<file path="config.mk">
export PLATFORM = sky130hd
export DESIGN_NAME = new_means_controller
export DESIGN_NICKNAME = d
export VERILOG_FILES = /design/src/rtl/new_means_controller.sv
export SDC_FILE = /design/constraint.sdc
export NUM_CORES = 1
export LEC_CHECK = 0
export ABC_AREA = 1
export ABC_CLOCK_PERIOD_IN_PS = 2900
export CAP_MARGIN = 30
export CORE_MARGIN = 4
export CORE_UTILIZATION = 41
export DETAILED_ROUTE_END_ITERATION = 10
export PLACE_DENSITY = 0.86
export SLEW_MARGIN = 20
export SYNTH_ARGS = -nofsm -noshare
export SYNTH_HDL_FRONTEND = slang
export SYNTH_SLANG_ARGS = --single-unit
</file>
<file path="constraint.sdc">
create_clock -name clk -period 2.9 [get_ports clk]
set_input_delay 0.29 -clock clk [delete_from_list [all_inputs] [get_ports clk]]
set_output_delay 0.29 -clock clk [all_outputs]
set_load 0.02 [all_outputs]
</file>
<file path="src/rtl/new_means_controller.sv">
// -----------------------------------------------------------------------------
// new_means_controller
//
// Sequences one means-update pass over centroid_num centroids. For each
// centroid it enables the divider, waits for div_done (bounded by
// div_timeout cycles), captures the per-lane quotients and writes the
// converted centroid back to memory. A centroid whose count was zero
// (divide_by_0) is not written, so memory keeps its previous value, and it
// is tallied in empty_cnt.
//
// Configuration macro:
//   NEW_MEANS_SATURATE_EN  defined   : lanes that overflow cordinate_width
//                                      bits clamp to all ones
//                          undefined : lanes truncate to the low bits
//
// Ports:
//   clk          in   rising-edge clock
//   rst_n        in   asynchronous active-low reset
//   start        in   request one pass (accepted only when idle)
//   div_done     in   divider result valid for cent_cnt
//   quotient     in   coord_num lanes of accum_cord_width bits, lane 0 LSBs
//   divide_by_0  in   current centroid count is zero (qualified by div_done)
//   divider_en   out  divider operand select / run enable
//   cent_cnt     out  centroid index presented to the divider mux
//   mem_wr_en    out  centroid memory write strobe
//   mem_addr     out  write address, cent_base + cent_cnt
//   mem_wr_data  out  new centroid, coord_num lanes of cordinate_width bits
//   busy         out  pass in progress
//   done         out  one-cycle end-of-pass pulse
//   empty_cnt    out  centroids skipped for divide_by_0 in the last pass
//   timeout_err  out  sticky divider timeout flag, cleared by next start
// -----------------------------------------------------------------------------
module new_means_controller #(
  parameter int centroid_num     = 8,
  parameter int coord_num        = 7,
  parameter int accum_cord_width = 22,
  parameter int cordinate_width  = 13,
  parameter int addrWidth        = 8,
  parameter int cent_base        = 0,
  parameter int div_timeout      = 64
) (
  input  logic                                  clk,
  input  logic                                  rst_n,
  input  logic                                  start,
  input  logic                                  div_done,
  input  logic [coord_num*accum_cord_width-1:0] quotient,
  input  logic                                  divide_by_0,
  output logic                                  divider_en,
  output logic [2:0]                            cent_cnt,
  output logic                                  mem_wr_en,
  output logic [addrWidth-1:0]                  mem_addr,
  output logic [coord_num*cordinate_width-1:0]  mem_wr_data,
  output logic                                  busy,
  output logic                                  done,
  output logic [3:0]                            empty_cnt,
  output logic                                  timeout_err
);

  localparam int WAIT_W = $clog2(div_timeout + 1);

  typedef enum logic [2:0] {
    S_IDLE  = 3'd0,
    S_DIV   = 3'd1,
    S_WRITE = 3'd2,
    S_NEXT  = 3'd3,
    S_DONE  = 3'd4
  } state_t;

  state_t                                state, state_nxt;
  logic [WAIT_W-1:0]                     wait_cnt;
  logic [coord_num*accum_cord_width-1:0] quot_p1;
  logic                                  zero_p1;
  logic                                  last_cent;
  logic                                  wait_hit;

  assign last_cent = (cent_cnt == 3'(centroid_num - 1));
  // Hit on the div_timeout-th DIV cycle; a div_done in that same cycle wins.
  assign wait_hit  = (wait_cnt == WAIT_W'(div_timeout - 1));

  function automatic logic [cordinate_width-1:0] conv_lane(
    input logic [accum_cord_width-1:0] lane
  );
`ifdef NEW_MEANS_SATURATE_EN
    if (|lane[accum_cord_width-1:cordinate_width])
      return '1;
    return lane[cordinate_width-1:0];
`else
    return lane[cordinate_width-1:0];
`endif
  endfunction

`ifndef NEW_MEANS_SATURATE_EN
  // Truncation discards the upper lane bits by design.
  logic unused_quot_hi;
  assign unused_quot_hi = ^quot_p1;
`endif

  // State register
  always_ff @(posedge clk or negedge rst_n) begin
    if (!rst_n) state <= S_IDLE;
    else        state <= state_nxt;
  end

  // Next-state logic
  always_comb begin
    state_nxt = state;
    case (state)
      S_IDLE:  if (start) state_nxt = S_DIV;
      S_DIV: begin
        if (div_done)      state_nxt = S_WRITE;
        else if (wait_hit) state_nxt = S_DONE;
      end
      S_WRITE: state_nxt = S_NEXT;
      S_NEXT:  state_nxt = last_cent ? S_DONE : S_DIV;
      S_DONE:  state_nxt = S_IDLE;
      default: state_nxt = S_IDLE;
    endcase
  end

  // Counters, status flags and quotient capture (p1 = captured divider result)
  always_ff @(posedge clk or negedge rst_n) begin
    if (!rst_n) begin
      cent_cnt    <= '0;
      empty_cnt   <= '0;
      timeout_err <= 1'b0;
      wait_cnt    <= '0;
      quot_p1     <= '0;
      zero_p1     <= 1'b0;
    end else begin
      case (state)
        S_IDLE: begin
          if (start) begin
            cent_cnt    <= '0;
            empty_cnt   <= '0;
            timeout_err <= 1'b0;
            wait_cnt    <= '0;
          end
        end
        S_DIV: begin
          wait_cnt <= wait_cnt + 1'b1;
          if (div_done) begin
            quot_p1 <= quotient;
            zero_p1 <= divide_by_0;
          end else if (wait_hit) begin
            timeout_err <= 1'b1;
          end
        end
        S_WRITE: begin
          if (zero_p1) empty_cnt <= empty_cnt + 4'd1;
        end
        S_NEXT: begin
          if (!last_cent) begin
            cent_cnt <= cent_cnt + 3'd1;
            wait_cnt <= '0;
          end
        end
        default: ;
      endcase
    end
  end

  // Outputs
  always_comb begin
    divider_en = (state == S_DIV);
    mem_wr_en  = (state == S_WRITE) && !zero_p1;
    busy       = (state == S_DIV) || (state == S_WRITE) || (state == S_NEXT);
    done       = (state == S_DONE);
    mem_addr   = addrWidth'(cent_base) + addrWidth'(cent_cnt);
    mem_wr_data = '0;
    for (int l = 0; l < coord_num; l++)
      mem_wr_data[l*cordinate_width +: cordinate_width] =
        conv_lane(quot_p1[l*accum_cord_width +: accum_cord_width]);
  end

endmodule

</file>
==> key figures, run 1 <==
Pwr
  – Clock power share: 12.3%
  – Internal power: about 4300 uW
  – Logic pwr share: a little over half
  – Maximum vdd ir drop: 0.000530 V
  – Overall power: 7330 uW
  – Sequential share of power: 35.6%
  – Cell Pwr Density: approximately 1100 nW/um^2
  – Sw Ratio: approximately two fifths
  – P_leak: about 0.0034 uW
  – Reported net switching power: 3020 uW

Drt
  – Total number of vias: 4,059
  – Initial drt markers: approximately 260
  – TritonRoute pass-1 iters: 5
  – DR DRC count: 0
  – Drt wl/cell: 13.9 um
  – Via density: approximately 4.7
  – Routed wire length: about 12,000 um
  – DRT antenna net count: 0

Hold path
  – Worst hold stages: 3
  – Hold path endpoint: quot_p1[69]
  – Worst hold start: quotient[69]
  – Hold Path Class: primary input to flip-flop

Global routing
  – Vias in the first global route: ~4,100
  – Grt ovf: 0
  – All-layer global routing usage: between 10% and 20%
  – Largest net degree at the start of global routing: between 50 and 60
  – Initial antenna violation count: 0
  – First-pass GRT wire length: between 15,000 and 20,000 um

CTS
  – CTS tree: yes
  – Maximum clock insertion buffer count: 2
  – Sinks on Clock Net: 110
  – Clock transition at path regs: around 0.09 ns
  – H-tree depth: 3
  – Hold buffer count at CTS: 1
  – Number of CTS-inserted buffers: 9
  – Clock latency on the worst-skew pair: between 0.3 and 0.4 ns
  – Post_cts resized: 0
  – CTS Root Cell: clkbuf_8
  – Total setup buffers inserted after CTS: 0

Floorplan
  – Rows: 38
  – Die area: 12,900 um^2
  – Initial core utilization: a little over two fifths
  – Core area: about 11,000 um^2
  – DIE WIDTH: about 110 um
  – Io pins: 270
  – Die height: approximately 110 um

Critical path
  – CP max stage cell: clkdlybuf4s50_1
  – WP data arrival: roughly 1.9 ns
  – Max FO, Critical Path: 12
  – CP cell instances: nor3_1 > buf_4 > clkdlybuf4s50_1
  – CP Class: flip-flop to output pin
  – Startpoint types: flip-flop
  – Worst R2R Path Depth: 7
  – CP max stage delay: 0.63 ns
  – Critical R2R Capture: quot_p1[68]
  – Crit. End Element: output pin
  – Worst path bufs/invs: 2
  – Worst Path Required: around 2.6 ns
  – CP top delay family: buffers and inverters
  – Reg-to-reg startpoint: state[0]
  – Worst R2R Setup Slack: ~1.4 ns

STA
  – Final period util: between 70% and 80%
  – Final max-slew violation count: 0
  – Final setup skew: between 0.01 and 0.015 ns
  – Setup TNS: 0 ns
  – RSZ-0062 raised after global routing: false
  – Final hold violation count: 0
  – Max Fclk: between 0.4 and 0.5 GHz
  – Fin crit period: roughly 2.2 ns
  – Measured slew at the worst slew-check pin: roughly 0.70 ns
  – Final setup viols: 0
  – Slew headroom: a little over half
  – WHS: 0.459 ns

Yosys
  – Mapped Avg Cell Area: around 8.6 um^2
  – Netlist cell types: 26
  – Top-area cell type share of the netlist area: around three fifths
  – Yosys reg bits: 110
  – Yosys top cell by area: dfrtp_1
  – Cells after Synth: between 500 and 600
  – Synthesized area: around 4600 um^2
  – Warnings from Yosys: 0
  – Sequential share of the synthesized area: 60.4%
  – Synth area leaders: dfrtp_1 60%, nand2_1 27%, buf_6 2.0%

Final layout
  – Final net count: about 890
  – Fin util: a little over three fifths
  – Area delta synth->final: 49.8%
  – Layout cell share with drive strength beyond 1: approximately 4.1%
  – # diodes: 0

Place
  – Routability Congestion: between 0.8 and 0.9
  – Buffers on Ports: 201
  – Final HPWL DP: a little over 9000 um

Outcome
  – Status: complete, no violations

Run
  – Number of max-cap violations: 0
-- layout by cell type (no fill, tap or decap), types with 3 or more instances in the layout --
cell	n
nand2_1	325
clkdlybuf4s50_1	200
dfrtp_1	110
nand3_1	13
inv_1	12
nor2_1	10
clkbuf_8	10
buf_4	7
conb_1	5
ha_1	4
o21ai_0	3
-- worst max-delay path by stage --
| stage | startpoint | end | slack [ns] | cells past startpoint |
|---|---|---|---|---|
| after floorplan | cent_cnt[0] | wait_cnt[6] | 1.52 | 6 |
| after global placement | state[2] | mem_wr_en | 1.15 | 4 |
| after detailed placement | state[1] | divider_en | 1.13 | 3 |
| after CTS | state[1] | divider_en | 0.73 | 3 |
| after global routing | state[2] | mem_wr_en | 0.63 | 4 |
| final | state[1] | divider_en | 0.75 | 3 |
-- metrics by stage --
step	instance area [um^2]	worst slack, ns	instances
floorplan	4570	1.52	533
global placement	6630	1.15	852
detailed placement	6630	1.13	852
CTS	6830	0.727	868
global route	6830	0.628	868
finish	6830	0.748	868
-- Yosys cell counts --
library cell,n
nand2_1,325
dfrtp_1,110
nand3_1,13
buf_2,12
inv_1,12
nor2_1,10
buf_4,9
buf_6,8
ha_1,4
o21ai_0,3
a21oi_1,2
inv_2,2
nand3_2,2
nand4_1,2
nor3_1,2
o21ai_1,2
or2_2,2
a21boi_0,1
a21boi_1,1
clkbuf_1,1
conb_1,1
nand3b_2,1
nor2_4,1
o211ai_1,1
xnor2_1,1
xor2_1,1
-- logic make-up after synthesis --
group / count (synthesis) / share of synthesized area (%)
AND/OR/NAND/NOR: 358 / 30.7
XOR/XNOR: 2 / 0.385
adder cells (fa/ha/maj): 4 / 1.10
flip-flops: 110 / 60.4
other: 1 / 0.0823
buffers and inverters: 44 / 6.01
AO/OA/AOI/OAI: 10 / 1.26
-- worst min-delay path: stages --
cell and delay [ns]:
clkdlybuf4s50_1 0.39, nand2_1 0.06, nand2_1 0.04
-- routing by layer --
layer	part of all wire [%]	vias to the layer above	routed length [um]	track usage, %
li1	-	1974	-	-
met1	39	1917	4670	21.9
met2	51	147	6210	32.5
met3	7.5	21	903	4.88
met4	2.4	0	295	6.97
met5	0	-	0	0
-- power by group through the flow --
stage | combinational (uW) | clock [uW] | sequential (uW)
2_1_floorplan | 1310 | 0 | 3360
6_report | 3810 | 902 | 2610
4_1_cts | 3880 | 935 | 2610
3_3_place_gp | 3740 | 0 | 2590
5_1_grt | 4130 | 996 | 2700
3_5_place_dp | 3860 | 0 | 2630
-- state kept, by name, indices dropped and copies added, names as in the netlist --
signal	flops
cent_cnt	3
empty_cnt	4
quot_p1	91
state	3
timeout_err	1
wait_cnt	7
zero_p1	1
-- final cells by class --
cell class,instances,area [um^2]
tap,140,175
sequential,110,2750
clock inverter,3,45.0
multi-input combinational,379,1550
inverter,14,52.6
clock buffer,12,145
timing repair buffer,210,2100
fill,883,4010
(Power assumes the default switching activity.)
==> run 2, diff against run 1 <==
- ABC_CLOCK_PERIOD_IN_PS: 2900 -> 2200
- CORE_UTILIZATION: 41 -> 38
- PLACE_DENSITY: 0.86 -> 0.8
- clock period: 2.9 -> 2.2 ns (I/O delays scaled with it)
==> run 2 against run 1 <==
  * Setup slack worse by 0.52 ns
  * Critical path depth stayed put
  * Clock skew is 0.0038 ns lower
  * Final cell count is 0.12% higher
  * Count of clock-buffer cells in the layout is 1 higher
  * Register-to-register slack worse by 0.74 ns
  * Largest power group unchanged
  * Clock power is 76% higher
==> key figures, run 2 (synthesis gave the netlist of run 1 again) <==
Critical path
  – Crit. End Element: output pin
  – Max FO, Critical Path: 5 (-7)
  – Startpoint types: flip-flop
  – WP data arrival: 1.75 ns (-0.11 ns)
  – CP Class: flip-flop to output pin
  – Worst Path Required: 1.98 ns (-0.63 ns)

Global routing
  – Largest net degree at the start of global routing: 111 (+100%)
  – Grt ovf: 0 (unchanged)
  – First-pass GRT wire length: 20,200 um (+4.3%)
  – Initial antenna violation count: 0 (unchanged)
  – Vias in the first global route: 4,215 (+3.4%)
  – All-layer global routing usage: 17.6% (-0.96 points)

Final layout
  – Final net count: 884 (-0.34%)
  – Non-Filler Instances: 869 (+0.12%)
  – Area delta synth->final: 52.3%
  – Top reg by flops: quot_p1
  – Most frequent cells in the layout: 325 x nand2_1, 199 x clkdlybuf4s50_1, 110 x dfrtp_1, 13 x nand3_1, 12 x inv_1
  – Largest register FFs: 91 (unchanged)
  – Top Registers: quot_p1 x91, wait_cnt x7, empty_cnt x4
  – Layout cell share with drive strength beyond 1: 3.99% (-0.13 points)
  – # diodes: 0 (unchanged)
  – Fin util: 60.0% (-3.0 points)
  – Most common cell after layout, fill and taps aside: nand2_1

CTS
  – Clock latency on the worst-skew pair: 0.33 ns (-0.03 ns)
  – H-tree depth: 3 (unchanged)
  – Sinks on Clock Net: 110 (unchanged)
  – Number of CTS-inserted buffers: 9 (unchanged)
  – Clock transition at path regs: 0.07 ns (-0.02 ns)
  – CTS Root Cell: clkbuf_16
  – Maximum clock insertion buffer count: 2 (unchanged)
  – CTS tree: yes
  – Total setup buffers inserted after CTS: 0 (unchanged)

STA
  – Final period util: between 80% and 90%
  – Max Fclk: between 0.5 and 0.6 GHz
  – Final setup skew: 0.00651 ns (-0.00384 ns)
  – Setup ws final: 0.230 ns (-0.519 ns)
  – Final hold violation count: 0 (unchanged)
  – Final setup viols: 0 (unchanged)
  – Measured slew at the worst slew-check pin: 0.621 ns (-0.0835 ns)
  – Fin crit period: slightly below 2 ns
  – Slew headroom: 58.6% (+5.6 points)
  – Setup TNS: 0 ns (unchanged)
  – Final max-slew violation count: 0 (unchanged)
  – RSZ-0062 raised after global routing: false

Pwr
  – Maximum vdd ir drop: 0.000650 V (+23%)
  – P_leak: 0.00349 uW (+1.9%)
  – Cell Pwr Density: 1450 nW/um^2 (+35%)

Drt
  – Via density: 4.61 (-1.4%)
  – DRT antenna net count: 0 (unchanged)
  – TritonRoute pass-1 iters: 4 (-1)
  – DR DRC count: 0 (unchanged)
  – Routed wire length: 12,100 um (+0.35%)
  – Initial drt markers: 161 (-38%)
  – Drt wl/cell: 13.9 um (+0.23%)
  – Total number of vias: 4,007 (-1.3%)

Floorplan
  – Rows: 39 (+2.6%)
  – Initial core utilization: 39.4% (-2.6 points)
  – Die height: 117 um (+3.6%)
  – Io pins: 270 (unchanged)
  – Die area: 13,800 um^2 (+7.3%)
  – Core area: 11,600 um^2 (+6.7%)
  – DIE WIDTH: 117 um (+3.6%)

Place
  – Buffers on Ports: 201 (unchanged)
  – Dpl ws: 0.456 ns (-0.676 ns)
  – Placed Cells: 852 (unchanged)
  – Final HPWL DP: 8700 um (-5.4%)
  – Routability Congestion: 0.766 (-7.8%)

Outcome
  – Status: complete, no violations

Run
  – Number of max-cap violations: 0 (unchanged)

Hold path
  – Hold Path Class: primary input to flip-flop
## run 2: changes by cell type in the layout (fill, tap and decap cells not counted), sizes merged
cell,delta
bufinv,-1
clkdlybuf4s50,-1
clkbuf,+1
inv,+2
clkinvlp,-1
buf,-3
dlymetal6s2s,+1
## run 2: critical path: stages, from the launching register on
cell             delay, ns
dfrtp_1               0.46
inv_1                 0.14
nor3_1                0.17
clkdlybuf4s50_1       0.64
## run 2: where the power goes
part           switching, uW  internal (uW)  total (uW)
sequential               521           2910        3430
combinational           2800           2250        5050
clock                    717            871        1590
total                   4040           6030       10100
## run 2: per-stage QoR
step,hold WS [ns],power [uW],cell area [um^2]
after global placement,0.337,8390,6630
after CTS,0.403,10200,6940
final,0.413,10100,6940
after global routing,0.403,10800,6940
after detailed placement,0.346,8560,6630
after floorplan,-0.0756,6150,4570
## run 2: area by class of cell
cell class | count | area, um^2
fillers | 1000 | 4620
repair buffers | 207 | 2110
clock buffers | 13 | 270
inverters | 14 | 52.6
clock inverters | 3 | 25.0
well taps | 143 | 179
multi-input cells | 379 | 1550
flip-flops and latches | 110 | 2750
## run 2: repair_timing
| action | in CTS | in global routing |
|---|---|---|
| endpoints found under the setup margin | 0 | 1 |
| hold endpoints to repair | 80 | 0 |
| resized for setup | 0 | 1 |
| hold buffers | 1 | 0 |
## run 2: layer usage
layer / vias to the layer above / GRT usage, % / share of wire [%]
met5: - / 0 / 0
met4: 0 / 6.37 / 2.3
met3: 22 / 6.05 / 7.3
met2: 125 / 31.0 / 51
met1: 1888 / 19.9 / 40
li1: 1972 / - / -
## run 2: worst paths after layout
kind,start,end,slack (ns),depth (start not counted)
setup / recovery,state[2],done,0.23,3
hold / removal,quotient[77],quot_p1[77],0.41,3
setup reg to reg,state[2],quot_p1[121],0.62,6
hold reg to reg,quot_p1[117],quot_p1[117],0.48,2
max in group asynchronous,rst_n,quot_p1[112],1.21,3
min in group asynchronous,rst_n,empty_cnt[2],0.47,3
